--- src/rtl/arm_mc_pkg.sv ---
// Shared types, opcode constants, the instruction decoder and the ALU for the
// multicycle ARM-subset core.
package arm_mc_pkg;

    typedef enum logic [2:0] {
        S_FETCH,
        S_DECODE,
        S_EXEC,
        S_MEM,
        S_WB,
        S_HALT
    } state_t;

    typedef enum logic [3:0] {
        ALU_AND = 4'b0000,
        ALU_SUB = 4'b0010,
        ALU_ADD = 4'b0100,
        ALU_ORR = 4'b1100
    } alu_cmd_t;

    typedef enum logic [1:0] {
        K_DP,
        K_MEM,
        K_BR,
        K_UNDEF
    } kind_t;

    localparam logic [3:0] COND_AL   = 4'b1110;
    localparam logic [1:0] OP_DP     = 2'b00;
    localparam logic [1:0] OP_MEM    = 2'b01;
    localparam logic [3:0] OP_BRANCH = 4'b1010;
    localparam logic [3:0] REG_PC    = 4'd15;

    typedef struct packed {
        kind_t      kind;
        logic [3:0] rn;
        logic [3:0] rd;
        logic [3:0] rm;
        logic [31:0] imm;    // rotated imm8, zero-extended imm12 or scaled branch offset
        logic       immOp;   // DP second operand comes from imm
        logic       load;    // MEM: 1 = LDR, 0 = STR
        alu_cmd_t   cmd;     // ALU operation used in EXEC
    } decode_t;

    function automatic decode_t decodeInstr(input logic [31:0] ir);
        decode_t    d;
        logic [4:0]  rotAmt;
        logic [63:0] rotDbl;
        d.kind  = K_UNDEF;
        d.rn    = ir[19:16];
        d.rd    = ir[15:12];
        d.rm    = ir[3:0];
        d.imm   = '0;
        d.immOp = ir[25];
        d.load  = ir[20];
        d.cmd   = ALU_ADD;
        rotAmt  = {ir[11:8], 1'b0};
        rotDbl  = {24'd0, ir[7:0], 24'd0, ir[7:0]} >> rotAmt;
        if (ir[27:26] == OP_DP) begin
            d.imm = rotDbl[31:0];
            // S=1 and a non-zero register shift field are outside the subset
            if (!ir[20] && (ir[25] || ir[11:4] == 8'd0)) begin
                case (ir[24:21])
                    4'b0000: begin d.kind = K_DP; d.cmd = ALU_AND; end
                    4'b0010: begin d.kind = K_DP; d.cmd = ALU_SUB; end
                    4'b0100: begin d.kind = K_DP; d.cmd = ALU_ADD; end
                    4'b1100: begin d.kind = K_DP; d.cmd = ALU_ORR; end
                    default: d.kind = K_UNDEF;
                endcase
            end
        end else if (ir[27:26] == OP_MEM) begin
            d.imm = {20'd0, ir[11:0]};
            d.cmd = ir[23] ? ALU_ADD : ALU_SUB;
            if (!ir[25] && ir[24] && !ir[22] && !ir[21]) begin
                d.kind = K_MEM;
            end
        end else if (ir[27:24] == OP_BRANCH) begin
            d.kind = K_BR;
            d.imm  = {{6{ir[23]}}, ir[23:0], 2'b00};
            d.cmd  = ALU_ADD;
        end
        return d;
    endfunction

    function automatic logic [31:0] aluOp(input alu_cmd_t cmd, input logic [31:0] x,
                                          input logic [31:0] y);
        logic [31:0] r;
        case (cmd)
            ALU_AND: r = x & y;
            ALU_SUB: r = x - y;
            ALU_ADD: r = x + y;
            ALU_ORR: r = x | y;
            default: r = '0;
        endcase
        return r;
    endfunction

endpackage

--- src/rtl/arm_multicycle_core_if.sv ---
// Unified instruction/data memory port with a req/ready handshake.
interface arm_multicycle_core_if #(
    parameter int ADDR_W = 32
);
    logic              req;
    logic              we;
    logic [ADDR_W-1:0] addr;
    logic [31:0]       wdata;
    logic [31:0]       rdata;
    logic              ready;

    modport master (output req, we, addr, wdata, input rdata, ready);
    modport slave  (input req, we, addr, wdata, output rdata, ready);
endinterface

--- src/rtl/mc_regfile.sv ---
// General registers R0-R14: two combinational read ports, one synchronous write
// port. R15 is not stored here; reads of index 15 return 0 and the core muxes PC.
module mc_regfile (
    input  logic        clk,
    input  logic        rst,
    input  logic [3:0]  rdAddrA,
    input  logic [3:0]  rdAddrB,
    output logic [31:0] rdDataA,
    output logic [31:0] rdDataB,
    input  logic        wrEn,
    input  logic [3:0]  wrAddr,
    input  logic [31:0] wrData
);
    import arm_mc_pkg::*;

    logic [31:0] regs [0:14];

    // Clear all registers on reset, otherwise perform the single write
    always_ff @(posedge clk) begin
        if (rst) begin
            for (int unsigned i = 0; i < 15; i++) begin
                regs[i] <= '0;
            end
        end else if (wrEn && wrAddr != REG_PC) begin
            regs[wrAddr] <= wrData;
        end
    end

    assign rdDataA = (rdAddrA == REG_PC) ? '0 : regs[rdAddrA];
    assign rdDataB = (rdAddrB == REG_PC) ? '0 : regs[rdAddrB];

endmodule

--- src/rtl/arm_multicycle_core.sv ---
// Multicycle ARM-subset core: FETCH/DECODE/EXEC/MEM/WB sequencing over one
// shared ALU and one unified memory port.
module arm_multicycle_core #(
    parameter logic [31:0] RESET_PC      = 32'h0,
    parameter int          ADDR_W        = 32,
    parameter bit          HALT_ON_UNDEF = 1'b1
) (
    input  logic                         clk,
    input  logic                         rst,
    arm_multicycle_core_if.master        memBus,
    output logic                         halted,
    output logic                         retire,
    output logic [31:0]                  pc_dbg
);
    import arm_mc_pkg::*;

    localparam logic [ADDR_W-1:0] ADDR_MASK = {{(ADDR_W-2){1'b1}}, 2'b00};

    state_t      state;
    logic [31:0] pc;
    logic [31:0] ir;
    logic [31:0] regA;
    logic [31:0] regB;
    logic [31:0] aluOut;
    logic [31:0] mdr;

    decode_t     dec;
    logic        condPass;
    logic [31:0] pcPlus4;
    logic [31:0] pcPlus8;
    logic [3:0]  rdAddrB;
    logic [31:0] rfDataA;
    logic [31:0] rfDataB;
    logic [31:0] opA;
    logic [31:0] opB;
    logic [31:0] aluX;
    logic [31:0] aluY;
    logic [31:0] aluRes;
    logic [31:0] wbData;
    logic [31:0] addrFull;
    logic        rfWe;

    assign dec      = decodeInstr(ir);
    assign condPass = (ir[31:28] == COND_AL);
    assign pcPlus4  = pc + 32'd4;
    assign pcPlus8  = pc + 32'd8;

    // STR reads its data register through port B instead of Rm
    assign rdAddrB = (dec.kind == K_MEM) ? dec.rd : dec.rm;
    assign opA     = (dec.rn == REG_PC) ? pcPlus8 : rfDataA;
    assign opB     = (rdAddrB == REG_PC) ? pcPlus8 : rfDataB;

    assign aluX   = (dec.kind == K_BR) ? pcPlus8 : regA;
    assign aluY   = (dec.kind == K_DP && !dec.immOp) ? regB : dec.imm;
    assign aluRes = aluOp(dec.cmd, aluX, aluY);
    assign wbData = (dec.kind == K_MEM) ? mdr : aluOut;
    assign rfWe   = (state == S_WB) && (dec.rd != REG_PC);

    mc_regfile uRegfile (
        .clk     (clk),
        .rst     (rst),
        .rdAddrA (dec.rn),
        .rdAddrB (rdAddrB),
        .rdDataA (rfDataA),
        .rdDataB (rfDataB),
        .wrEn    (rfWe),
        .wrAddr  (dec.rd),
        .wrData  (wbData)
    );

    // Instruction sequencer and datapath registers
    always_ff @(posedge clk) begin
        if (rst) begin
            state  <= S_FETCH;
            pc     <= RESET_PC;
            ir     <= '0;
            regA   <= '0;
            regB   <= '0;
            aluOut <= '0;
            mdr    <= '0;
        end else begin
            case (state)
                S_FETCH: begin
                    if (memBus.ready) begin
                        ir    <= memBus.rdata;
                        state <= S_DECODE;
                    end
                end
                S_DECODE: begin
                    regA <= opA;
                    regB <= opB;
                    if (!condPass) begin
                        pc    <= pcPlus4;
                        state <= S_FETCH;
                    end else if (dec.kind == K_UNDEF) begin
                        if (HALT_ON_UNDEF) begin
                            state <= S_HALT;
                        end else begin
                            pc    <= pcPlus4;
                            state <= S_FETCH;
                        end
                    end else begin
                        state <= S_EXEC;
                    end
                end
                S_EXEC: begin
                    aluOut <= aluRes;
                    if (dec.kind == K_BR) begin
                        pc    <= aluRes;
                        state <= S_FETCH;
                    end else if (dec.kind == K_MEM) begin
                        state <= S_MEM;
                    end else begin
                        state <= S_WB;
                    end
                end
                S_MEM: begin
                    if (memBus.ready) begin
                        if (dec.load) begin
                            mdr   <= memBus.rdata;
                            state <= S_WB;
                        end else begin
                            pc    <= pcPlus4;
                            state <= S_FETCH;
                        end
                    end
                end
                S_WB: begin
                    pc    <= (dec.rd == REG_PC) ? wbData : pcPlus4;
                    state <= S_FETCH;
                end
                S_HALT: begin
                    state <= S_HALT;
                end
                default: begin
                    state <= S_FETCH;
                end
            endcase
        end
    end

    // Bus outputs follow the state register; rst forces the idle values at once
    assign addrFull      = (state == S_MEM) ? aluOut : pc;
    assign memBus.req    = !rst && (state == S_FETCH || state == S_MEM);
    assign memBus.we     = !rst && (state == S_MEM) && !dec.load;
    assign memBus.addr   = addrFull[ADDR_W-1:0] & ADDR_MASK;
    assign memBus.wdata  = regB;

    assign halted = !rst && (state == S_HALT);
    assign pc_dbg = rst ? RESET_PC : pc;
    assign retire = !rst && (
                      (state == S_DECODE && (!condPass || (dec.kind == K_UNDEF && !HALT_ON_UNDEF)))
                   || (state == S_EXEC && dec.kind == K_BR)
                   || (state == S_MEM && !dec.load && memBus.ready)
                   || (state == S_WB));

endmodule

--- src/flat_wrapper.sv ---
// flat-port wrapper written by rule: the top's interface ports become plain ports
module arm_multicycle_core_flat import arm_mc_pkg::*;
#(
    parameter logic [31:0] RESET_PC      = 32'h0,
    parameter int          ADDR_W        = 32,
    parameter bit          HALT_ON_UNDEF = 1'b1
)
  (clk, rst, halted, retire, pc_dbg, memBus_req, memBus_we, memBus_addr, memBus_wdata, memBus_rdata, memBus_ready);
  arm_multicycle_core_if #(.ADDR_W(ADDR_W)) memBus_i ();
  input  logic clk;
  input  logic rst;
  output logic halted;
  output logic retire;
  output logic [31:0] pc_dbg;
  output wire logic [$bits(memBus_i.req)-1:0] memBus_req;
  output wire logic [$bits(memBus_i.we)-1:0] memBus_we;
  output wire logic [$bits(memBus_i.addr)-1:0] memBus_addr;
  output wire logic [$bits(memBus_i.wdata)-1:0] memBus_wdata;
  input wire logic [$bits(memBus_i.rdata)-1:0] memBus_rdata;
  input wire logic [$bits(memBus_i.ready)-1:0] memBus_ready;
  assign memBus_req = memBus_i.req;
  assign memBus_we = memBus_i.we;
  assign memBus_addr = memBus_i.addr;
  assign memBus_wdata = memBus_i.wdata;
  assign memBus_i.rdata = memBus_rdata;
  assign memBus_i.ready = memBus_ready;
  arm_multicycle_core #(.RESET_PC(RESET_PC), .ADDR_W(ADDR_W), .HALT_ON_UNDEF(HALT_ON_UNDEF)) u_core (.clk(clk), .rst(rst), .memBus(memBus_i), .halted(halted), .retire(retire), .pc_dbg(pc_dbg));
endmodule
--- config.mk ---
export PLATFORM = sky130hd
export DESIGN_NAME = arm_multicycle_core_flat
export DESIGN_NICKNAME = d
export VERILOG_FILES = /design/src/rtl/arm_mc_pkg.sv /design/src/rtl/arm_multicycle_core_if.sv /design/src/rtl/mc_regfile.sv /design/src/rtl/arm_multicycle_core.sv /design/src/flat_wrapper.sv
export SDC_FILE = /design/constraint.sdc
export NUM_CORES = 2
export LEC_CHECK = 0
export BUFFER_PORTS_ARGS = -buffer_cell sky130_fd_sc_hd__buf_4
export CAP_MARGIN = 20
export CORE_MARGIN = 2
export CORE_UTILIZATION = 68
export DETAILED_ROUTE_END_ITERATION = 8
export PLACE_DENSITY = 0.89
export SYNTH_ARGS = -nofsm -noshare
export SYNTH_HDL_FRONTEND = slang
export SYNTH_HIERARCHICAL = 1
export SYNTH_SLANG_ARGS = --single-unit
export TNS_END_PERCENT = 30
--- constraint.sdc ---
create_clock -name clk -period 8.8 [get_ports clk]
set_clock_uncertainty 0.2 [all_clocks]
set_input_delay 2.64 -clock clk [delete_from_list [all_inputs] [get_ports clk]]
set_output_delay 2.64 -clock clk [all_outputs]
set_load 0.02 [all_outputs]
==> out/qor.yml <==
status: "complete, no violations"
max_slew_margin_pct: 14.5
hold_violations: 0
cts_sinks: 675
worst_pin_slew_ns: 1.28
rows: 89
cp-start-kind: "register"
crit_chain: "buf_4 > nor4_4 > and4_4 > nand2_4 > o21ai_0 > ha_1 > nor3b_1 > nor3b_2 > nor2_1 > xor2_1 > ha_1 > a21oi_1 > o21ai_0 > nor2b_1 > a211o_1 > a21o_1 > a31oi_1 > o311ai_1 > a221oi_1 > xor2_1 > mux2i_1 > a211oi_1 > nor3_2"
rsz0062_at_grt: "false"
cts_root_buf: "clkbuf_16"
ys.flop_type: "edfxtp_1"
cts_buffers: 71
insertion_delay_ns: 0.67
timing.final.crit_share_pct: 80.5
grt_pass1_wl_um: 211000
globalRouteOverflowTotal: 0
synth-warning-count: 6
cp.arrival_ns: 7.41
max_freq_mhz: 141
grt_pass1_vias: 32700
place_ws_ns: 1.96
fin_crit_ns: 7.09
cpMaxStageDelayCell: "dfxtp_1"
clk_pin_slew_worst_paths_ns: 0.06
place_area_um2: 41200
drive_above_1_share_pct: 16.2
async_reset_ff_share_pct: 0
num-fill-cells: 3851
p_int_mw: 5.99
p_comb_share_pct: 25.3
post_drt_wl_per_cell_um: 32.1
stdcell_count: 4611
drt-initial-drc-count: 6160
antenna_found_initial: 2
synth_edf_count: 480
critical_path.endpoint_type: "register"
vias: 34300
cts_buffer_depth: 3
path_max_fanout: 35
ir_worst_vdd_uv: 253
timing.setup.tns_ns: 0
grt_max_degree: 106
die_h_um: 247
routabilityCongestion: 1.04
slowest_delay_ns: 0.48
die_area_um2: 60900
synth.area.top_cells: "edfxtp_1, dfxtp_1, and2_1, mux4_2, mux2i_1"
cts.repair.resized: 0
syn_avg_cell_area_um2: 10.4
yosys.area.top_type: "edfxtp_1"
port_buffers: 132
cts.hold.buffers_added: 0
drt.antenna.violating_nets: 0
synth.distinct_cells: 87
p_per_area_nw_per_um2: 205
cts_setup_buffers: 0
switching_power_mw: 2.97
htree_levels: 3
p_leak_nw: 15.6
nets: 3856
slew_violations: 0
synth_top_area_share_pct: 35.9
final_cell_area_um2: 43600
synth-seq-cells: 675
viasPerCell: 7.44
core_area_um2: 58700
syn_inst: 3845
cts_tree: "done"
area_delta_synth_final_pct: 8.69
setup_ws_ns: 1.71
pwr-share-seq_pct: 41.3
p_sw_share_pct: 33.1
ios: 135
grtUsageTotal_pct: 48.1
setup_viol: 0
cap_violations: 0
syn_area_um2: 40100
path_class: "reg2reg"
initial_core_util_pct: 68.3
routed_wl_um: 148000
ys_seq_area_share_pct: 45.7
first_pass_iters: 9
drc: 0
p_clk_share_pct: 33.5
place_inst: 4471
die_x_um: 247
dp_hpwl_um: 91100
cp_data_required_time_ns: 9.12
hp-class: "reg2reg"
[cell families after synthesis]
kind of cell / Yosys count / share of synthesized area (%)
other: 1 / 0.00935
adder cells (fa/ha/maj): 43 / 1.36
flip-flops: 675 / 45.7
AND/OR/NAND/NOR: 1313 / 17.0
XOR/XNOR: 108 / 2.36
AO/OA/AOI/OAI: 855 / 14.0
multiplexers: 418 / 14.8
buffers and inverters: 432 / 4.73
[routing by layer]
layer / vias to the layer above / share of wire [%] / GRT usage [%]
met5: - / 0.055 / 0.980
li1: 14000 / - / -
met2: 3279 / 42 / 69.0
met3: 869 / 16 / 17.1
met1: 16200 / 33 / 60.7
met4: 4 / 8.5 / 34.0
[cell type report]
| type | instances | area, um2 | area share (%) |
|---|---|---|---|
| antenna | 2 | 5.00 | 0.0115 |
| inverter | 79 | 308 | 0.706 |
| clock buffer | 92 | 1920 | 4.40 |
| multi-input combinational | 2739 | 20000 | 45.9 |
| tap | 773 | 967 | 2.22 |
| clock inverter | 39 | 362 | 0.830 |
| timing repair buffer | 212 | 1680 | 3.86 |
| sequential | 675 | 18300 | 42.1 |
[cells in the mapped netlist (11+ instances only)]
cell type  count
buf_4         21
o21ai_1       30
o211ai_1      53
a2bb2oi_1     12
nor2b_1       51
buf_6         19
clkbuf_2      13
o21ai_0       90
a221oi_1      53
buf_2         31
xor2_1        48
mux2i_1      186
nand2_1      316
nor2_1       268
ha_1          42
o22ai_1       67
nand3_1       44
nor3_1        26
a21oi_1      254
a21o_1        14
dfxtp_1      195
xnor2_1       60
mux2_2       101
edfxtp_1     480
a211oi_1      77
nand4_1       17
and2_1       484
or2_2         18
nand2b_1      17
o221ai_1      35
inv_1         79
a22oi_1       73
buf_1         15
clkbuf_1     254
a31oi_1       15
and3_1        11
mux4_2       130
[power by group through the flow]
| stage | logic [mW] | clock network [mW] | registers [mW] |
|---|---|---|---|
| after CTS | 2.15 | 2.99 | 3.68 |
| after global routing | 2.36 | 3.11 | 3.70 |
| after detailed placement | 2.12 | 0 | 3.74 |
| after floorplan | 1.52 | 0 | 3.66 |
| after global placement | 2.10 | 0 | 3.73 |
| final | 2.26 | 3.00 | 3.69 |
[worst max-delay path, delay by kind of cell (launching register included)]
kind,cells,cell delay (ns)
compound gates,9,2.49
xor+xnor,2,0.53
fa+ha+maj,2,0.62
buf+inv,1,0.29
flops,1,0.48
mux,1,0.13
simple gates,8,2.18
[path summary, 6_finish.rpt]
kind | from | endpoint | slack [ns] | depth (start not counted)
min reg2reg | u_core/ir[30] | u_core/ir[30] | 0.25 | 2
max reg2reg | u_core/ir[9] | u_core/aluOut[31] | 1.71 | 23
max | u_core/ir[9] | u_core/aluOut[31] | 1.71 | 23
min | u_core/ir[30] | u_core/ir[30] | 0.25 | 2
[registers in the layout (all words and copies together) (netlist names)]
name                  cells
u_core/aluOut            32
u_core/state              3
u_core/mdr               32
u_core/memBus.wdata      32
u_core/ir                32
u_core/pc                32
u_core/regA              32
u_core/uRegfile/regs    480
[through the flow]
stage / utilization [%] / total power [mW] / hold WS [ns]
final: 74.3 / 8.95 / 0.251
after global routing: 74.2 / 9.16 / 0.266
after CTS: 74.1 / 8.82 / 0.251
after detailed placement: 70.2 / 5.87 / 0.243
after global placement: 70.2 / 5.84 / 0.238
after floorplan: - / 5.18 / 0.229
[cells in the final DEF (no fill, tap or decap), types with 44 or more instances in the layout]
master	netlist	final
edfxtp_1	480	480
dfxtp_1	195	193
mux2i_1	186	186
o211ai_1	53	53
clkbuf_16	0	72
mux4_2	130	130
xor2_1	48	48
xnor2_1	60	60
nor2b_1	51	48
and2_1	484	484
o22ai_1	67	67
a211oi_1	77	76
mux2_2	101	101
nor2_1	268	255
a22oi_1	73	73
nand2_1	316	316
a21oi_1	254	254
a221oi_1	53	53
inv_1	79	75
o21ai_0	90	90
buf_4	21	202
nand3_1	44	44
Note: power is estimated with default switching activity, not from simulation.
